**config.mk**
```make
export PLATFORM = sky130hd
export DESIGN_NAME = hilo_muldiv_unit
export DESIGN_NICKNAME = d
export VERILOG_FILES = /design/src/rtl/hilo_muldiv_unit.sv
export SDC_FILE = /design/constraint.sdc
export NUM_CORES = 1
export LEC_CHECK = 0
export CAP_MARGIN = 20
export CORE_MARGIN = 3
export CORE_UTILIZATION = 45
export DETAILED_ROUTE_END_ITERATION = 7
export GPL_TIMING_DRIVEN = 1
export PLACE_DENSITY = 0.66
export SETUP_SLACK_MARGIN = 0.05
export SYNTH_ARGS = -nofsm -noshare
export SYNTH_HDL_FRONTEND = slang
export SYNTH_SLANG_ARGS = --single-unit
```
**constraint.sdc**
```tcl
create_clock -name clk -period 5.1 [get_ports clk]
set_input_delay 0.51 -clock clk [delete_from_list [all_inputs] [get_ports clk]]
set_output_delay 0.51 -clock clk [all_outputs]
set_load 0.005 [all_outputs]
```
**src/rtl/hilo_muldiv_unit.sv**
```systemverilog
// HI/LO owner for the multicycle core: iterative shift-add multiply and restoring
// divide at one bit per cycle, plus direct MTHI/MTLO writes.
module hilo_muldiv_unit #(
  parameter int WIDTH = 32
) (
  input  logic             clk,
  input  logic             reset,
  input  logic             start_i,
  input  logic [2:0]       op_i,
  input  logic [WIDTH-1:0] a_i,
  input  logic [WIDTH-1:0] b_i,
  output logic             busy_o,
  output logic             done_o,
  output logic [WIDTH-1:0] hi_o,
  output logic [WIDTH-1:0] lo_o
);

  localparam int CW = $clog2(WIDTH);
  localparam logic [CW-1:0] LAST_CNT = CW'(WIDTH - 1);
  localparam logic [2:0] OP_MULT  = 3'd0;
  localparam logic [2:0] OP_MULTU = 3'd1;
  localparam logic [2:0] OP_DIV   = 3'd2;
  localparam logic [2:0] OP_DIVU  = 3'd3;
  localparam logic [2:0] OP_MTHI  = 3'd4;
  localparam logic [2:0] OP_MTLO  = 3'd5;

  typedef enum logic [1:0] {IDLE, MUL, DIV, FIX} state_t;

  state_t             state_reg, state_next;
  logic [CW-1:0]      cnt_reg;
  // MUL: {accumulator, remaining multiplier bits}; DIV: low half shifts dividend out, quotient in
  logic [2*WIDTH-1:0] prod_reg;
  logic [WIDTH-1:0]   rem_reg;
  logic [WIDTH-1:0]   opb_reg;
  logic [WIDTH-1:0]   a_raw_reg;
  logic               is_div_reg;
  logic               neg_lo_reg;
  logic               neg_hi_reg;
  logic               done_reg;
  logic [WIDTH-1:0]   hi_reg;
  logic [WIDTH-1:0]   lo_reg;

  logic               start_mul, start_div, op_signed;
  logic [WIDTH-1:0]   a_mag, b_mag;
  logic [WIDTH:0]     mul_sum;
  logic [2*WIDTH-1:0] mul_step;
  logic [WIDTH:0]     rem_shift, rem_diff;
  logic               div_ge;
  logic [2*WIDTH-1:0] prod_fix;
  logic [WIDTH-1:0]   fix_hi, fix_lo;

  assign start_mul = start_i && (op_i == OP_MULT || op_i == OP_MULTU);
  assign start_div = start_i && (op_i == OP_DIV  || op_i == OP_DIVU);
  assign op_signed = ~op_i[0];
  assign a_mag     = (op_signed && a_i[WIDTH-1]) ? -a_i : a_i;
  assign b_mag     = (op_signed && b_i[WIDTH-1]) ? -b_i : b_i;

  assign mul_sum  = {1'b0, prod_reg[2*WIDTH-1:WIDTH]} + (prod_reg[0] ? {1'b0, opb_reg} : '0);
  assign mul_step = {mul_sum, prod_reg[WIDTH-1:1]};

  // Bit WIDTH of the difference is the borrow: set means the trial subtract failed.
  assign rem_shift = {rem_reg, prod_reg[WIDTH-1]};
  assign rem_diff  = rem_shift - {1'b0, opb_reg};
  assign div_ge    = ~rem_diff[WIDTH];

  always_comb begin
    prod_fix = neg_lo_reg ? -prod_reg : prod_reg;
    fix_hi   = prod_fix[2*WIDTH-1:WIDTH];
    fix_lo   = prod_fix[WIDTH-1:0];
    if (is_div_reg) begin
      if (opb_reg == '0) begin
        fix_hi = a_raw_reg;
        fix_lo = '1;
      end else begin
        fix_hi = neg_hi_reg ? -rem_reg : rem_reg;
        fix_lo = neg_lo_reg ? -prod_reg[WIDTH-1:0] : prod_reg[WIDTH-1:0];
      end
    end
  end

  always_comb begin
    state_next = state_reg;
    case (state_reg)
      IDLE: begin
        if (start_mul)      state_next = MUL;
        else if (start_div) state_next = DIV;
      end
      MUL, DIV: if (cnt_reg == LAST_CNT) state_next = FIX;
      FIX:      state_next = IDLE;
      default:  state_next = IDLE;
    endcase
  end

  always_ff @(posedge clk) begin
    if (reset) state_reg <= IDLE;
    else       state_reg <= state_next;
  end

  always_ff @(posedge clk) begin
    if (reset) begin
      cnt_reg    <= '0;
      prod_reg   <= '0;
      rem_reg    <= '0;
      opb_reg    <= '0;
      a_raw_reg  <= '0;
      is_div_reg <= 1'b0;
      neg_lo_reg <= 1'b0;
      neg_hi_reg <= 1'b0;
      done_reg   <= 1'b0;
      hi_reg     <= '0;
      lo_reg     <= '0;
    end else begin
      done_reg <= (state_reg == FIX);
      case (state_reg)
        IDLE: begin
          cnt_reg <= '0;
          if (start_mul || start_div) begin
            prod_reg   <= {{WIDTH{1'b0}}, a_mag};
            rem_reg    <= '0;
            opb_reg    <= b_mag;
            a_raw_reg  <= a_i;
            is_div_reg <= start_div;
            neg_lo_reg <= op_signed && (a_i[WIDTH-1] ^ b_i[WIDTH-1]);
            neg_hi_reg <= op_signed && a_i[WIDTH-1];
          end else if (start_i && op_i == OP_MTHI) begin
            hi_reg <= a_i;
          end else if (start_i && op_i == OP_MTLO) begin
            lo_reg <= a_i;
          end
        end
        MUL: begin
          prod_reg <= mul_step;
          cnt_reg  <= cnt_reg + 1'b1;
        end
        DIV: begin
          prod_reg[WIDTH-1:0] <= {prod_reg[WIDTH-2:0], div_ge};
          rem_reg             <= div_ge ? rem_diff[WIDTH-1:0] : rem_shift[WIDTH-1:0];
          cnt_reg             <= cnt_reg + 1'b1;
        end
        FIX: begin
          hi_reg <= fix_hi;
          lo_reg <= fix_lo;
        end
        default: ;
      endcase
    end
  end

  assign busy_o = (state_reg != IDLE);
  assign done_o = done_reg;
  assign hi_o   = hi_reg;
  assign lo_o   = lo_reg;

endmodule

```
* Word-level counts from Yosys, hierarchy flattened *
Index checks and enable logic that the tools add are counted.

word-level totals
  register bits after elaboration = 235
  input port bits = 70
  logic and storage cells = 95

cells by class
  add/sub/neg operators = 8
  equality and inequality tests = 16
  muxes and demuxes = 28
  bitwise gates (word level) = 3
  reductions and logical operators = 27

operators with widths
  operator                                                               number
  32-bit two-way mux                                                     16
  32-bit case mux with 2 select lines                                    4
  64-bit two-way mux                                                     2
  32-bit negator                                                         4
  32-bit case mux with 3 select lines                                    1
  64-bit negator                                                         1
  32-bit by 32-bit adder with 33-bit output                              1
  33-bit by 32-bit subtractor with 33-bit output                         1
  32-bit zero test                                                       1
  2-bit inequality test, second input constant                           5
  5-bit case mux with 2 select lines                                     1
  2-bit AND reduction                                                    5
  2-bit nonzero test                                                     5
  1-bit logical AND                                                      7
  3-bit by 2-bit equality test with 1-bit output, second input constant  2
  3-bit equality test, second input constant                             2
  2-bit two-way mux                                                      3
  2-bit case mux with 3 select lines                                     1
  5-bit by 1-bit adder with 5-bit output, second input constant          1
  5-bit equality test, second input constant                             1
  2-bit equality test, second input constant                             2
  4-bit AND reduction                                                    1
  3-bit by 1-bit equality test with 1-bit output, second input constant  1
  3-bit zero test                                                        1
  other kinds (10)                                                       13

* Longest topological paths before layout *
Gate-level depths: netlist of run 1.

  depth after elaboration = 6
  gate-level depth with buffers = 13
  mapped depth without buffers = 12

* Worst setup path after synthesis of run 1 *
OpenSTA, ideal clock, no wires.

  path type = reg2reg
  from = register prod_reg[0]
  to = register prod_reg[60]
  library setup time = 0.117 ns
  arrival time = 3.036 ns
  data required time = 4.983 ns
  path slack = 1.947 ns
  stages on the path, launching flop included = 13
  period minus slack after synthesis = 3.153 ns
  cells stage by stage = dfxtp_1 inv_1 clkbuf_1 nor2_1 ha_1 a21oi_1 o211ai_1 o211ai_1 o21ai_0 o311ai_1 a211oi_1 or4_1 a32o_1

between the ends
  longest elaborated chain between the ends = 3

RTL lines
  what                                       RTL line  source
  start: declaration                         32        logic [2*WIDTH-1:0] prod_reg;
  start signal: assignment                   118       prod_reg <= {{WIDTH{1'b0}}, a_mag};
  start signal: assignment                   132       prod_reg <= mul_step;
  start signal: indexed assignment           136       prod_reg[WIDTH-1:0] <= {prod_reg[WIDTH-2:0], div_ge};
  32-bit two-way mux                         58        assign mul_sum = {1'b0, prod_reg[2*WIDTH-1:WIDTH]} + (prod_reg[0] ? {1'b0, opb_reg} : '0);
  32-bit by 32-bit adder with 33-bit output  58
  32-bit case mux with 2 select lines        114       case (state_reg)

Every way passes these cells.
A chain may end at the register's enable or synchronous reset.

* Worst setup path after layout of run 1 *
  from = register prod_reg[0]
  to = register hi_reg[22] (netlist: hi_o[22])

between the ends
  longest elaborated chain between the ends = 4

RTL lines
  what                                 RTL line  source
  64-bit negator                       67        prod_fix = neg_lo_reg ? -prod_reg : prod_reg;
  64-bit two-way mux                   67
  32-bit two-way mux                   70        if (is_div_reg) begin
  32-bit case mux with 2 select lines  114
  end signal: assignment               126       hi_reg <= a_i;
  end signal: assignment               141       hi_reg <= fix_hi;
  end: declaration                     40        logic [WIDTH-1:0] hi_reg;

Every way passes these cells.

==> flow_metrics.env, run 1 <==
export IMPL_yosys_warnings=0
export IMPL_grt_ovfl_total=0
export IMPL_seq_area_frac_synth_pct=27.5
export IMPL_cp_required_ps=5550
export IMPL_clk_path_buf_depth=3
export IMPL_r2r_start="prod_reg[0]$_SDFFE_PP0P_"
export IMPL_drtIter0Drc=2059
export IMPL_grt_pass1_vias=17000
export IMPL_crit_start="prod_reg[0]$_SDFFE_PP0P_"
export IMPL_syn_to_final_growth_pct=15.7
export IMPL_ant_nets=0
export IMPL_die_w_microns=201
export IMPL_synth_cell_types=81
export IMPL_critPathCapture="hi_o[22]$_SDFFE_PP0P_"
export IMPL_async_flop_share_pct=0
export IMPL_finalCritPeriodShare_pct=77.6
export IMPL_drv_cap=0
export IMPL_dr_total_vias=18100
export IMPL_status="finished, final reports clean"
export IMPL_initial_core_util_pct=46.2
export IMPL_rsz0062_at_grt="no"
export IMPL_peakVddDrop_v=0.000320
export IMPL_r2r_end="hi_o[22]$_SDFFE_PP0P_"
export IMPL_synthCells=2267
export IMPL_fmax_ghz=0.253
export IMPL_p_leak_nw=7.34
export IMPL_final_common_cell="nand2_1"
export IMPL_r2r_cells=10
export IMPL_skew_ps=17.5
export IMPL_synth_flop_cell="dfxtp_1"
export IMPL_cp_data_arrival_time_ps=4400
export IMPL_grt_pass1_wl_microns=99700
export IMPL_grtUsageTotal_pct=30.4
export IMPL_finalCriticalPeriod_ps=3960
export IMPL_numClockSinks=235
export IMPL_clk_pin_slew_ps=60
export IMPL_routed_wl_microns=64000
export IMPL_dp_cells=2788
export IMPL_hold_viol=0
export IMPL_tightest_slew_ps=1150
export IMPL_fin_area_sq_mm=0.0198
export IMPL_min_from="reset"
export IMPL_placed_cell_area_sq_mm=0.0188
export IMPL_crit_path_end_kind="register"
export IMPL_avgSynthCellArea_sq_um=7.55
export IMPL_tns_ps=0
export IMPL_setup_viol=0
export IMPL_dr_pass1_iters=6
export IMPL_diodes=0
export IMPL_via_per_inst=6.37
export IMPL_post_cts_buffers=0
export IMPL_portBuffers=135
export IMPL_largest_register_ff_count=64
export IMPL_htreeDepth=1
export IMPL_drc=0
export IMPL_ios=136
export IMPL_reg2reg_slack_ps=1140
export IMPL_layout_common_cells="nand2_1, dfxtp_1, nor2_1"
export IMPL_cts_hold_buf=0
export IMPL_synth_edff_count=0
export IMPL_multiInputGateArea_sq_mm=0.0116
export IMPL_cts_tree="yes"
export IMPL_maxSlewViolCount=0
export IMPL_synth_seq_cells=235
export IMPL_die_h_microns=201
export IMPL_wl_per_cell_microns=22.5
export IMPL_total_power_mw=7.91
export IMPL_place_congestion=0.975
export IMPL_hp_class="input port to register"
export IMPL_fillers=3639
export IMPL_drive_above_1_share_pct=5.57
export IMPL_fp_coreArea_sq_mm=0.0370
export IMPL_cp_start_kind="register"
export IMPL_path_max_fanout=7
export IMPL_slew_headroom_pct=22.8
export IMPL_final_nets=2462
export IMPL_powerDensity_mw_per_mm2=399
export IMPL_antenna_found_initial=0
export IMPL_rows=70
export IMPL_cts_resized=0
export IMPL_setup_worst_path_class="register to register"
export IMPL_cts_buffers=28
export IMPL_die_area_sq_mm=0.0404
export IMPL_syn_nets=2415
export IMPL_cts_root_buf="clkbuf_16"
export IMPL_stdcell_count=2840
export IMPL_grt_max_degree=87
export IMPL_insertion_delay_ps=560
export IMPL_syn_area_sq_mm=0.0171
export IMPL_detailed_place_hpwl_microns=48300
export IMPL_seq_area_sq_mm=0.00471
-- routing by layer --
metal	GRT usage [%]	vias to the layer above	wire, microns
met4	8.83	0	2100
met5	0	-	0
li1	-	8450	-
met2	49.6	931	29000
met1	41.7	8582	27500
met3	4.65	136	5470
-- how the worst min path moves through the flow --
stage / end / slack [ps] / cells past startpoint
finish: prod_reg[43]$_SDFFE_PP0P_ / 420 / 2
global route: prod_reg[43]$_SDFFE_PP0P_ / 460 / 2
CTS: prod_reg[43]$_SDFFE_PP0P_ / 420 / 2
detailed placement: hi_o[11]$_SDFFE_PP0P_ / 440 / 2
global placement: hi_o[11]$_SDFFE_PP0P_ / 430 / 2
floorplan: hi_o[10]$_SDFFE_PP0P_ / 430 / 2
-- report_power, final --
| group | internal (mW) | switching, mW |
|---|---|---|
| combinational | 1.21 | 2.08 |
| sequential | 2.13 | 0.369 |
| clock | 1.28 | 0.846 |
-- worst max-delay path: stages (launching register included) --
cell,delay (ps)
dfxtp_1,360
inv_1,180
ha_1,200
or3b_2,540
nor4_4,550
a41oi_1,530
a21oi_1,590
o21ai_0,210
xor2_1,240
a21oi_1,120
a2111oi_0,320
-- kinds of logic after synthesis --
| kind of cell | after synthesis | share of synthesized area (%) |
|---|---|---|
| AO/OA/AOI/OAI | 747 | 29.4 |
| XOR/XNOR | 183 | 9.36 |
| adder cells (fa/ha/maj) | 78 | 5.79 |
| buffers and inverters | 225 | 5.13 |
| flip-flops | 235 | 27.5 |
| multiplexers | 30 | 1.76 |
| AND/OR/NAND/NOR | 769 | 21.1 |
-- final cells by class --
type / instances / share of cell area, %
clock buffers: 37 / 4.12
flip-flops and latches: 235 / 23.7
clock inverters: 15 / 0.852
inverters: 70 / 1.33
multi-input cells: 1807 / 58.5
well taps: 504 / 3.18
repair buffers: 172 / 8.23
-- through the flow --
stage | utilization [%] | hold WS (ps) | worst slack (ps)
6_report | 53.5 | 417 | 1140
5_1_grt | 53.5 | 461 | 931
4_1_cts | 53.5 | 418 | 1230
3_5_place_dp | 50.8 | 436 | 1240
3_3_place_gp | 50.8 | 432 | 1260
2_1_floorplan | - | 435 | 1950
-- synth_stat cells (all sizes together), types with 6 or more instances --
| library cell | count | area share [%] |
|---|---|---|
| a211o | 7 | 0.36 |
| a211oi | 46 | 2.0 |
| a21o | 30 | 1.3 |
| a21oi | 215 | 6.3 |
| a221o | 26 | 1.5 |
| a221oi | 20 | 1.0 |
| a22oi | 16 | 0.70 |
| a311oi | 8 | 0.41 |
| a31oi | 15 | 0.55 |
| a32o | 12 | 0.70 |
| a32oi | 7 | 0.36 |
| a41oi | 6 | 0.31 |
| and2 | 12 | 0.44 |
| and3 | 8 | 0.29 |
| buf | 19 | 0.61 |
| clkbuf | 136 | 3.0 |
| dfxtp | 235 | 27 |
| ha | 76 | 5.6 |
| inv | 68 | 1.5 |
| mux2i | 29 | 1.7 |
| nand2 | 283 | 6.2 |
| nand2b | 25 | 0.91 |
| nand3 | 35 | 1.1 |
| nand3b | 13 | 0.57 |
| nand4 | 19 | 0.69 |
| nor2 | 217 | 4.8 |
| nor2b | 8 | 0.29 |
| nor3 | 46 | 1.4 |
| nor4 | 36 | 1.6 |
| o211ai | 40 | 1.8 |
| o21a | 6 | 0.26 |
| o21ai | 141 | 4.1 |
| o21bai | 11 | 0.48 |
| o221ai | 35 | 1.8 |
| o22ai | 6 | 0.22 |
| o31ai | 38 | 1.7 |
| o41ai | 25 | 1.6 |
| or2 | 6 | 0.23 |
| or3 | 27 | 0.99 |
| or4 | 21 | 0.96 |
| xnor2 | 86 | 4.4 |
| xor2 | 97 | 5.0 |
Note: power is estimated with default switching activity, not from simulation.
==> run 2: changes to the inputs <==
- PLACE_DENSITY: 0.66 -> 0.69
- clock period: 5.1 -> 3.45 ns (I/O delays scaled with it)
==> run 2 against run 1 <==
Effect of this change:
- critical path type unchanged
- final area grew 3.6%
- non-clock buffer count is 80 higher
- largest cell class unchanged
- final cell count is 2.8% higher
- combinational power up 57%
- core utilization increased by 1.9 points
- routed wire length grew 1.7%
- maximum frequency rose by 22%
- critical path depth down 1
- register-to-register slack worse by 930 ps
- first-iteration DRC count fell by 0.19%
==> flow_metrics.env, run 2 (same netlist as run 1, synthesis figures left out) <==
export IMPL_fillers=3519
export IMPL_fp_coreArea_sq_mm=0.0370
export IMPL_tightest_slew_ps=1010
export IMPL_cp_start_kind="register"
export IMPL_drc=0
export IMPL_grt_pass1_wl_microns=100000
export IMPL_total_power_mw=12.0
export IMPL_place_congestion=1.01
export IMPL_setup_viol=0
export IMPL_cp_cell_sequence="buf_4, or4_1, nor4_4, nand3_2, or2_4, o41ai_2, xor2_1, o221a_2, a2111oi_0"
export IMPL_status="finished, final reports clean"
export IMPL_antenna_found_initial=0
export IMPL_slowest_stage="or4_1"
export IMPL_r2r_cells=9
export IMPL_min_path_cells=2
export IMPL_reg2reg_slack_ps=210
export IMPL_powerDensity_mw_per_mm2=586
export IMPL_clk_path_buf_depth=3
export IMPL_die_h_microns=201
export IMPL_finalCritPeriodShare_pct=93.9
export IMPL_setup_worst_path_class="register to register"
export IMPL_cp_depth=9
export IMPL_wl_per_cell_microns=22.3
export IMPL_cp_data_arrival_time_ps=3660
export IMPL_r2r_start="prod_reg[0]$_SDFFE_PP0P_"
export IMPL_use_met2_pct=48.8
export IMPL_detailed_place_hpwl_microns=49500
export IMPL_largest_register_ff_count=64
export IMPL_grt_ovfl_total=0
export IMPL_die_area_sq_mm=0.0404
export IMPL_final_nets=2543
export IMPL_grt_busiest_layer="met2"
export IMPL_hp_class="input port to register"
export IMPL_seq_area_sq_mm=0.00471
export IMPL_dr_total_vias=18400
export IMPL_grt_pass1_vias=17200
export IMPL_cp_top_family="simple AND/OR/NAND/NOR gates"
export IMPL_ant_nets=0
export IMPL_layout_common_cells="nand2_1, dfxtp_1, nor2_1"
export IMPL_portBuffers=135
export IMPL_initial_core_util_pct=46.2
export IMPL_use_met3_pct=4.91
export IMPL_tns_ps=0
export IMPL_critical_path_max_stage_delay_ps=660
export IMPL_maxSlewViolCount=0
export IMPL_multiInputGateArea_sq_mm=0.0117
export IMPL_drv_cap=0
export IMPL_hold_end="prod_reg[43]$_SDFFE_PP0P_"
export IMPL_syn_to_final_growth_pct=19.9
export IMPL_hold_viol=0
export IMPL_crit_path_end_kind="register"
export IMPL_peakVddDrop_v=0.000557
export IMPL_via_per_inst=6.32
export IMPL_ios=136
export IMPL_path_max_fanout=6
export IMPL_htreeDepth=1
export IMPL_slew_headroom_pct=32.4
export IMPL_clk_pin_slew_ps=60
export IMPL_whs_ps=278
export IMPL_cts_root_buf="clkbuf_16"
export IMPL_use_met1_pct=42.4
export IMPL_p_leak_nw=7.78
export IMPL_rsz0062_at_grt="no"
export IMPL_finalCriticalPeriod_ps=3240
export IMPL_numClockSinks=235
export IMPL_fin_area_sq_mm=0.0205
export IMPL_fmax_ghz=0.309
export IMPL_dp_cells=2866
export IMPL_final_common_cell="nand2_1"
export IMPL_cp_num_buf_inv=1
export IMPL_rows=70
export IMPL_die_w_microns=201
export IMPL_cp_required_ps=3870
export IMPL_placed_cell_area_sq_mm=0.0195
export IMPL_grt_max_degree=95
export IMPL_stdcell_count=2919
export IMPL_insertion_delay_ps=570
export IMPL_drive_above_1_share_pct=8.99
export IMPL_r2r_end="hi_o[31]$_SDFFE_PP0P_"
export IMPL_cts_tree="yes"
export IMPL_min_from="reset"
export IMPL_dr_pass1_iters=6
export IMPL_routed_wl_microns=65100
export IMPL_diodes=0
export IMPL_cts_buffers=29
export IMPL_grtUsageTotal_pct=30.7
export IMPL_skew_ps=22.4
export IMPL_drtIter0Drc=2055
run 2: what timing repair did:
action	CTS	global route
setup buffers	0	2
hold buffers	0	0
setup endpoints to repair	0	31
endpoints found under the hold margin	0	0
gates resized for setup	0	12
run 2: worst max path at each step:
stage / start / end / slack [ps]
after floorplan: prod_reg[0]$_SDFFE_PP0P_ / prod_reg[60]$_SDFFE_PP0P_ / 300
after global placement: a_i[6] / prod_reg[30]$_SDFFE_PP0P_ / 70
after detailed placement: a_i[6] / prod_reg[30]$_SDFFE_PP0P_ / 60
after CTS: prod_reg[15]$_SDFFE_PP0P_ / hi_o[31]$_SDFFE_PP0P_ / 90
after global routing: prod_reg[0]$_SDFFE_PP0P_ / hi_o[22]$_SDFFE_PP0P_ / 60
final: prod_reg[0]$_SDFFE_PP0P_ / hi_o[31]$_SDFFE_PP0P_ / 210
run 2: worst reg2reg max path, cell delays in order, from the launching register on:
cell and delay (ps):
dfxtp_1 310, buf_4 150, or4_1 660, nor4_4 270, nand3_2 210, or2_4 330
o41ai_2 300, xor2_1 180, o221a_2 290, a2111oi_0 390
run 2: through the flow:
step           setup WS [ps]  util (%)
4_1_cts                 92.9      55.2
6_report                 211      55.4
2_1_floorplan            297         -
5_1_grt                 61.5      55.4
3_3_place_gp            69.2      52.5
3_5_place_dp            62.9      52.5
run 2: where the power goes:
part / internal (mW) / switching, mW / total (mW) / leakage (nW)
Sequential: 3.14 / 0.514 / 3.66 / 1.91
Clock: 1.97 / 1.25 / 3.22 / 0.502
Combinational: 2.00 / 3.15 / 5.16 / 5.36
Total: 7.12 / 4.92 / 12.0 / 7.78
run 2: routing by layer:
metal / share of wire, % / vias to the layer above
met4: 4.0 / 0
met1: 43 / 8717
met2: 44 / 980
met3: 9.0 / 147
li1: - / 8600
met5: 0 / -
run 2: area by class of cell:
cell class              count  share of cell area, %
multi-input cells        1807                   56.7
inverters                  70                   1.28
repair buffers            252                   11.1
flip-flops and latches    235                   22.9
well taps                 504                   3.07
clock inverters            13                  0.823
clock buffers              38                   4.04
==> run 3: changes to the inputs <==
- SLEW_MARGIN: default -> 25
==> results of run 3 <==
No change in the layout: final DEF, timing and power equal those of run 2.
